File: src/rtl/mc14500_pkg.sv
// ============================================================================
// Module  : mc14500_pkg
// Purpose : Shared constants and enums for the MC14500B system.
// Rev     : 1.0 - initial release
// ============================================================================
`default_nettype none

package mc14500_pkg;

  localparam int ADDR_W = 8;

  typedef enum logic [3:0] {
    NOP0 = 4'h0,
    LD   = 4'h1,
    LDC  = 4'h2,
    AND  = 4'h3,
    ANDC = 4'h4,
    OR   = 4'h5,
    ORC  = 4'h6,
    XNOR = 4'h7,
    STO  = 4'h8,
    STOC = 4'h9,
    IEN  = 4'hA,
    OEN  = 4'hB,
    JMP  = 4'hC,
    RTN  = 4'hD,
    SKZ  = 4'hE,
    NOPF = 4'hF
  } opcode_t;

  typedef enum logic [2:0] {
    PC_HOLD = 3'd0,
    PC_INC  = 3'd1,
    PC_JMP  = 3'd2,
    PC_CALL = 3'd3,
    PC_RET  = 3'd4
  } pc_action_t;

endpackage

`default_nettype wire

File: src/rtl/return_stack.sv
// ============================================================================
// Module  : return_stack
// Purpose : Bounded LIFO of return addresses, indexed by its own depth count.
// Rev     : 1.0 - initial release
// ============================================================================
`default_nettype none

module return_stack #(
  parameter int WIDTH = 8,
  parameter int DEPTH = 4
) (
  input  logic                     clk,
  input  logic                     reset,
  input  logic                     push,
  input  logic                     pop,
  input  logic [WIDTH-1:0]         push_data,
  output logic [WIDTH-1:0]         top,
  output logic                     full,
  output logic                     empty,
  output logic [$clog2(DEPTH):0]   depth
);
  import mc14500_pkg::*;

  localparam int PTR_W = $clog2(DEPTH);
  localparam logic [PTR_W:0]   c_full    = (PTR_W+1)'(DEPTH);
  localparam logic [PTR_W:0]   c_one     = (PTR_W+1)'(1);
  localparam logic [PTR_W-1:0] c_ptr_one = PTR_W'(1);

  logic [WIDTH-1:0] r_mem [DEPTH];
  logic [PTR_W:0]   r_depth;
  logic [PTR_W-1:0] w_top_idx;
  logic             w_do_push;
  logic             w_do_pop;

  assign full      = (r_depth == c_full);
  assign empty     = (r_depth == '0);
  assign w_do_push = push && !full;
  assign w_do_pop  = pop && !empty;
  // When full the low pointer bits wrap to 0, so depth-1 still lands on the last slot.
  assign w_top_idx = r_depth[PTR_W-1:0] - c_ptr_one;
  assign top       = r_mem[w_top_idx];
  assign depth     = r_depth;

  always_ff @(posedge clk) begin
    if (reset) begin
      r_depth <= '0;
    end else if (w_do_pop) begin
      r_depth <= r_depth - c_one;
    end else if (w_do_push) begin
      r_depth <= r_depth + c_one;
    end
  end

  always_ff @(posedge clk) begin
    if (!reset && w_do_push && !w_do_pop) begin
      r_mem[r_depth[PTR_W-1:0]] <= push_data;
    end
  end

endmodule

`default_nettype wire

File: src/rtl/program_counter.sv
// ============================================================================
// Module  : program_counter
// Purpose : MC14500B program counter with call/return stack and sticky errors.
// Rev     : 1.0 - initial release
// ============================================================================
`default_nettype none

module program_counter #(
  parameter int ADDR_W      = mc14500_pkg::ADDR_W,
  parameter int STACK_DEPTH = 4
) (
  input  logic                           clk,
  input  logic                           reset,
  input  logic                           enable,
  input  logic                           jmp,
  input  logic                           call,
  input  logic                           rtn,
  input  logic [ADDR_W-1:0]              jmp_target,
  output logic [ADDR_W-1:0]              pc,
  output logic [$clog2(STACK_DEPTH):0]   depth,
  output logic                           overflow,
  output logic                           underflow
);
  import mc14500_pkg::*;

  localparam logic [ADDR_W-1:0] c_pc_one = ADDR_W'(1);

  logic [ADDR_W-1:0] r_pc;
  logic              r_overflow;
  logic              r_underflow;
  logic [ADDR_W-1:0] w_pc_inc;
  logic [ADDR_W-1:0] w_stk_top;
  logic              w_stk_full;
  logic              w_stk_empty;
  logic              w_push;
  logic              w_pop;
  pc_action_t        w_action;

  assign w_pc_inc = r_pc + c_pc_one;

  always_comb begin
    w_action = PC_HOLD;
    if (enable) begin
      if (rtn)              w_action = PC_RET;
      else if (jmp && call) w_action = PC_CALL;
      else if (jmp)         w_action = PC_JMP;
      else                  w_action = PC_INC;
    end
  end

  // Stack reset has priority inside the stack, so a reset cycle never pushes.
  assign w_push = (w_action == PC_CALL) && !w_stk_full;
  assign w_pop  = (w_action == PC_RET) && !w_stk_empty;

  return_stack #(
    .WIDTH (ADDR_W),
    .DEPTH (STACK_DEPTH)
  ) u_return_stack (
    .clk       (clk),
    .reset     (reset),
    .push      (w_push),
    .pop       (w_pop),
    .push_data (w_pc_inc),
    .top       (w_stk_top),
    .full      (w_stk_full),
    .empty     (w_stk_empty),
    .depth     (depth)
  );

  always_ff @(posedge clk) begin
    if (reset) begin
      r_pc        <= '0;
      r_overflow  <= 1'b0;
      r_underflow <= 1'b0;
    end else begin
      case (w_action)
        PC_RET: begin
          if (w_stk_empty) begin
            r_underflow <= 1'b1;
            r_pc        <= w_pc_inc;
          end else begin
            r_pc        <= w_stk_top;
          end
        end
        PC_CALL: begin
          if (w_stk_full) begin
            r_overflow <= 1'b1;
            r_pc       <= w_pc_inc;
          end else begin
            r_pc       <= jmp_target;
          end
        end
        PC_JMP:  r_pc <= jmp_target;
        PC_INC:  r_pc <= w_pc_inc;
        default: r_pc <= r_pc;
      endcase
    end
  end

  assign pc        = r_pc;
  assign overflow  = r_overflow;
  assign underflow = r_underflow;

endmodule

`default_nettype wire

File: config.mk
export PLATFORM = sky130hd
export DESIGN_NAME = program_counter
export DESIGN_NICKNAME = d
export VERILOG_FILES = /design/src/rtl/mc14500_pkg.sv /design/src/rtl/return_stack.sv /design/src/rtl/program_counter.sv
export SDC_FILE = /design/constraint.sdc
export NUM_CORES = 1
export LEC_CHECK = 0
export ABC_AREA = 0
export CAP_MARGIN = 20
export CORE_MARGIN = 5
export CORE_UTILIZATION = 30
export DETAILED_ROUTE_END_ITERATION = 8
export PLACE_DENSITY = 0.55
export SLEW_MARGIN = 25
export SYNTH_ARGS = -nofsm -noshare
export SYNTH_HDL_FRONTEND = slang
export SYNTH_SLANG_ARGS = --single-unit
File: constraint.sdc
create_clock -name clk -period 6.4 [get_ports clk]
set_input_delay 0.64 -clock clk [delete_from_list [all_inputs] [get_ports clk]]
set_output_delay 0.64 -clock clk [all_outputs]
set_load 0.05 [all_outputs]
==> results by group, run 1 <==
Routing
  – DR pass1 iterations: 4
  – Antenna Violating Nets Remaining: 0
  – DR vias: approximately 1400
  – Iteration-0 DRC count of the detailed router: 114
  – Vias/cell: 5.20
  – DRC viols: 0
  – Routed WL: about 4.8 mm
  – Wirelength per Cell: between 15 and 20 µm

Clock network
  – Root buf cell: clkbuf_8
  – CTS Buf Count: 5
  – CTS tree: built
  – CTS H-Tree Depth: 2
  – Hold Buf Count CTS: 0
  – Worst-Skew Late Latency: around 300 ps
  – Post-CTS setup buffer count: 0
  – Post-cts sizing count: 0
  – Clock transition at path regs: 90 ps
  – Clock buffer depth: 2
  – CTS Sinks: 45

Logic synthesis
  – Synth top area share: 46.2%
  – Seq/Total Area, Yosys: 58.7%
  – Post-synth EDFFs: 32
  – Syn Inst Count: 153
  – Synthesized area per cell: 13.6 µm²
  – Largest cells by area after synthesis: edfxtp_1 (46%), dfxtp_1 (13%), mux4_1 (8.8%), ha_1 (3.0%), a222oi_1 (2.9%)
  – Syn nets: 173
  – Post-synth ARST share: 0%
  – Yosys reg bits: 45
  – Most frequent cell after synthesis: edfxtp_1
  – Most frequent cells after synthesis: edfxtp_1 (32), dfxtp_1 (13), inv_1 (9), nor2_1 (9)
  – Mapped cell area: between 2000 and 2500 µm²
  – Post-synth top area cell: edfxtp_1
  – Most frequently used flop master after synthesis: edfxtp_1
  – Synth warnings: 0
  – Count of cell types in the netlist: 37

Finish
  – Final Net Count: between 200 and 250
  – Layout fillers: 650
  – Fraction of layout cells with a size suffix above 1: 6.04%
  – N_diodes: 0
  – Area Overhead vs Synth: 20.2%
  – Register Area: 1220 µm²
  – Area of the multi-input gates: 796 µm²

Critical path
  – Crit path capture type: register
  – WP data arrival: 3060 ps
  – WS Path Type: register to register
  – Critical path fanouts, max: 13
  – Worst Path Required: ~6600 ps
  – CP Launch Type: register

STA
  – Final Max Tran Viols: 0
  – Final setup vio count: 0
  – Final Hold Vio Count: 0
  – Worst slew margin: 56.9%
  – Final min period: 2890 ps
  – Final Cycle Share: 45.2%
  – Final WS setup: 3510 ps
  – RSZ-0062 raised after global routing: false
  – Worst hold slack: 478 ps
  – Max frequency: 0.346 GHz
  – Final Skew: about 7.3 ps
  – Setup TNS Final: 0 ps
  – Slew @ Worst Pin: around 650 ps

Placed design
  – Placement Setup Slack: 3470 ps
  – Routability Congestion: 0.753
  – Detail Placement HPWL: 3.45 mm
  – Number of I/O port buffers: 26

Pwr
  – Worst vdd ir: just under 0.1 mV
  – Total power: between 600 and 700 µW
  – PwrDens: approximately 250 nW/µm²
  – LEAKAGE: 0.817 nW

Floorplan
  – Initial Utilization: a little over 30%
  – Num ports: 27
  – Chip height: between 90 and 100 µm
  – Die Area: roughly 8700 µm²
  – Die width: 93.3 µm
  – # rows: 30
  – Core Footprint: 6760 µm²

GRT
  – Global-route wire length before repair: 7.78 mm
  – Grt ovf: 0
  – Antenna violations before repair: 0
  – Number of global-route vias before repair: 1416
  – Pin count of the biggest net entering global routing: 17
  – Gr usage total: 11.9%

Run status
  – Status: completed

Job
  – Max cap viols: 0

Worst hold path
  – Worst Hold Class: register to register
-- registers in the layout, summed over array words and instances (netlist names) --
signal,flops
underflow,1
u_return_stack.depth,3
u_return_stack.r_mem,32
pc,8
overflow,1
-- metrics by stage --
stage	instance area [µm²]	utilization, %	instances
after global placement	2410	35.7	254
after detailed placement	2410	35.7	254
after CTS	2500	37.0	262
after floorplan	2080	-	153
after global routing	2500	37.0	262
final	2500	37.0	262
-- area by class of cell --
cell class              instances  area share [%]
clock buffers                   6            2.90
repair buffers                 26            10.4
flip-flops and latches         45            48.9
multi-input cells              94            31.8
well taps                      80            4.01
clock inverters                 2           0.601
inverters                       9            1.35
-- routing by layer --
layer  vias to the layer above  GRT usage, %  share of wire, %
met4                         0          3.42              0.97
met5                         -             0                 0
met3                         5          3.30               4.9
met2                        37          18.5                45
met1                       657          16.1                49
li1                        663             -                 -
-- cell families after synthesis --
kind of cell / synth area share (%)
mux: 10.4
simple gates: 10.4
xor+xnor: 2.11
buf+inv: 3.01
compound gates: 11.4
fa+ha+maj: 3.97
flops: 58.7
-- layout by cell type (no fill, tap or decap) --
| master | Yosys | final |
|---|---|---|
| a21oi_1 | 6 | 6 |
| xnor2_1 | 4 | 4 |
| nor2b_1 | 3 | 3 |
| a222oi_1 | 6 | 6 |
| o21a_1 | 3 | 3 |
| nand4b_1 | 1 | 1 |
| nor3b_1 | 1 | 1 |
| mux4_1 | 7 | 7 |
| dfxtp_1 | 13 | 13 |
| clkbuf_8 | 0 | 5 |
| mux2i_1 | 1 | 1 |
| and3_1 | 1 | 1 |
| and2_1 | 5 | 5 |
| nand2_1 | 4 | 4 |
| a22oi_1 | 1 | 1 |
| nor2_1 | 9 | 9 |
| edfxtp_1 | 32 | 32 |
| or3_1 | 1 | 1 |
| inv_1 | 9 | 9 |
| a221oi_1 | 2 | 2 |
| clkinvlp_4 | 0 | 2 |
| a21o_1 | 1 | 1 |
| o22ai_1 | 7 | 7 |
| xor2_1 | 1 | 1 |
| or2_2 | 2 | 2 |
| clkdlybuf4s50_1 | 0 | 26 |
| and4b_1 | 1 | 1 |
| a211oi_2 | 1 | 1 |
| nor3_1 | 7 | 7 |
| a31oi_1 | 2 | 2 |
| clkbuf_1 | 2 | 1 |
| nand2b_1 | 1 | 1 |
| mux4_2 | 1 | 1 |
| o21ai_0 | 3 | 3 |
| fa_1 | 1 | 1 |
| nand3_1 | 5 | 5 |
| ha_1 | 5 | 5 |
| a211oi_1 | 1 | 1 |
-- path summary, 6_finish.rpt --
check	cells past startpoint	start	to	slack, ps
min reg2reg	2	underflow	underflow	480
max reg2reg	9	u_return_stack.depth[0]	u_return_stack.depth[2]	3510
min	2	underflow	underflow	480
max	9	u_return_stack.depth[0]	u_return_stack.depth[2]	3510
-- where the power goes --
| part | switching (mW) | internal, mW | leakage [nW] |
|---|---|---|---|
| Clock | 0.0975 | 0.0770 | 0.0374 |
| Sequential | 0.0132 | 0.323 | 0.399 |
| Combinational | 0.0708 | 0.0498 | 0.380 |
| Total | 0.182 | 0.449 | 0.817 |
-- worst max-delay path, cell delays in order, from the launching register on --
cell,delay [ps]
dfxtp_1,730
inv_1,220
ha_1,310
nor2b_1,180
nor2_1,370
inv_1,110
fa_1,410
nor3_1,250
o21a_1,150
nor3_1,40
Power figures use the tool's default switching activity.
==> inputs of run 2 (changes only) <==
PLACE_DENSITY = 0.56   (was 0.55)
clock period = 2.5 ns   (was 6.4 ns; I/O delays follow)
==> run 2 against run 1 <==
  * Clock skew is 7.7 ps higher
  * Final cell count increased by 1.5%
  * Die area is the same
  * Critical path depth decreased by 4
  * Non-clock buffer count increased by 4
  * Combinational power grew to 2.7 times the previous value
  * Worst hold slack gained 3.8 ps
==> results by group, run 2 (synthesis gave the netlist of run 1 again) <==
Critical path
  – CP Cell Sequence: inv_1, ha_1, and2_1, nor3_1, and2_1
  – Crit path max-delay family: simple AND/OR/NAND/NOR gates
  – WP data arrival: 2120 ps (-940 ps)
  – Most frequent cell on the critical path: and2_1
  – Critical path fanouts, max: 8 (-5)
  – Crit path capture type: register
  – CP max stage cell: and2_1
  – R2r setup slk: 330 ps (-3180 ps)
  – CP max stage delay: 460 ps (-270 ps)
  – Worst Path Required: 2450 ps (-4120 ps)
  – CP Buf/Inv Count: 1 (-1)
  – WS Path Type: register to register
  – CP Launch Type: register

Floorplan
  – Die Area: 8700 µm² (unchanged)
  – # rows: 30 (unchanged)
  – Num ports: 27 (unchanged)
  – Core Footprint: 6760 µm² (unchanged)
  – Initial Utilization: 30.8% (unchanged)
  – Chip height: 93.3 µm (unchanged)
  – Die width: 93.3 µm (unchanged)

Routing
  – Wirelength per Cell: 17.6 µm (-4.5%)
  – DRC viols: 0 (unchanged)
  – Iteration-0 DRC count of the detailed router: 76 (-33%)
  – Routed WL: 4.68 mm (-3.1%)
  – Antenna Violating Nets Remaining: 0 (unchanged)
  – DR pass1 iterations: 4 (unchanged)
  – DR vias: 1378 (+1.2%)
  – Vias/cell: 5.18 (-0.35%)

Pwr
  – P_sw: 461 µW (+150%)
  – Combinational Power Share: 20.0% (+0.9 points)
  – LEAKAGE: 0.839 nW (+2.7%)
  – Worst vdd ir: 0.220 mV (+120%)
  – Switching share of power: 28.5% (-0.30 points)
  – Total power: 1.62 mW (+160%)
  – Internal Power: 1.16 mW (+160%)
  – Clock power share: 27.4% (-0.3 points)
  – Seq pwr share: 52.6% (-0.6 points)
  – PwrDens: 639 nW/µm² (+150%)

GRT
  – Grt ovf: 0 (unchanged)
  – Pin count of the biggest net entering global routing: 16 (-1)
  – Gr usage total: 11.7% (-0.17 points)
  – Antenna violations before repair: 0 (unchanged)
  – Global-route wire length before repair: 7.78 mm (about the same)
  – Number of global-route vias before repair: 1448 (+2.3%)

Clock network
  – Worst-Skew Late Latency: 300 ps (about the same)
  – CTS H-Tree Depth: 2 (unchanged)
  – Clock buffer depth: 2 (unchanged)
  – CTS Buf Count: 5 (unchanged)
  – CTS tree: built
  – CTS Sinks: 45 (unchanged)
  – Post-cts sizing count: 0 (unchanged)
  – Clock transition at path regs: 80 ps (about the same)
  – Root buf cell: clkbuf_8
  – Hold Buf Count CTS: 0 (unchanged)
  – Post-CTS setup buffer count: 0 (unchanged)

STA
  – Final setup vio count: 0 (unchanged)
  – Setup TNS Final: 0 ps (unchanged)
  – Final Cycle Share: 86.9% (+42 points)
  – Worst slew margin: 65.9% (+9.0 points)
  – Final Hold Vio Count: 0 (unchanged)
  – Final min period: 2170 ps (-722 ps)
  – Final Max Tran Viols: 0 (unchanged)
  – Slew @ Worst Pin: 510 ps (-135 ps)
  – RSZ-0062 raised after global routing: false
  – Max frequency: 0.461 GHz (+33%)
  – Final Skew: 15.0 ps (+7.66 ps)

Job
  – Max cap viols: 0 (unchanged)

Placed design
  – Placed cell areas: 2440 µm² (+1.3%)
  – Number of I/O port buffers: 26 (unchanged)
  – Routability Congestion: 0.802 (+6.4%)
  – Detail Placement HPWL: 3.51 mm (+1.5%)

Worst hold path
  – Worst Hold Class: register to register

Finish
  – Area Overhead vs Synth: 21.7%
  – Layout fillers: 633 (-2.6%)
  – Final Instance Area: 2530 µm² (+1.3%)
  – Max FFs per register: 32 (unchanged)
  – Fraction of layout cells with a size suffix above 1: 9.14% (+3.1 points)
  – Most common library cell in the layout ignoring fill and taps: edfxtp_1
  – N_diodes: 0 (unchanged)
  – Final Net Count: 205 (+2.0%)
  – Most frequent cells in the layout: edfxtp_1 (32), clkdlybuf4s50_1 (26), dfxtp_1 (11)

Run status
  – Status: completed
## run 2: cell count changes in the layout (fill, tap and decap cells not counted), sizes merged
cell,previous run,this run
buf,0,4
## run 2: final timing paths
kind / end / from / cells after the start
worst max register to register: u_return_stack.r_mem[0][1] / u_return_stack.depth[1] / 5
worst max-delay path: u_return_stack.r_mem[0][1] / u_return_stack.depth[1] / 5
worst min register to register: overflow / overflow / 2
worst min-delay path: overflow / overflow / 2
## run 2: routing by layer
layer	up-vias	routed length (µm)	global-route usage, %
met5	-	0	0
met4	0	90	4.76
met3	10	364	4.10
met2	41	2170	17.6
met1	662	2050	15.4
li1	665	-	-
## run 2: layout make-up
class	count	area (µm²)	share of cell area (%)
Sequential cell	45	1220	48.3
Clock buffer	6	72.6	2.87
Multi-Input combinational cell	94	796	31.4
Timing Repair Buffer	30	290	11.5
Clock inverter	2	15.0	0.593
Inverter	9	33.8	1.33
Tap cell	80	100	3.95
## run 2: power groups by stage
stage | clock network, mW | registers, mW | logic, mW
after floorplan | 0 | 0.923 | 0.159
after global placement | 0 | 0.868 | 0.326
after detailed placement | 0 | 0.868 | 0.325
after CTS | 0.453 | 0.851 | 0.326
after global routing | 0.487 | 0.855 | 0.351
final | 0.444 | 0.851 | 0.323
## run 2: stage by stage
| step | util, % | cells | hold slack, ps | setup slack, ps |
|---|---|---|---|---|
| global route | 37.5 | 266 | 543 | 134 |
| CTS | 37.5 | 266 | 483 | 302 |
| global placement | 36.2 | 258 | 455 | 245 |
| detailed placement | 36.2 | 258 | 460 | 88.0 |
| finish | 37.5 | 266 | 482 | 329 |
| floorplan | - | 153 | 365 | 72.6 |
## run 2: worst register-to-register path: cells and delay by family, from the launching register on
| family | cells | cell delay (ps) |
|---|---|---|
| buffers and inverters | 1 | 100 |
| DFF | 1 | 390 |
| adders and majority gates | 1 | 260 |
| and+or+nand+nor | 3 | 1080 |
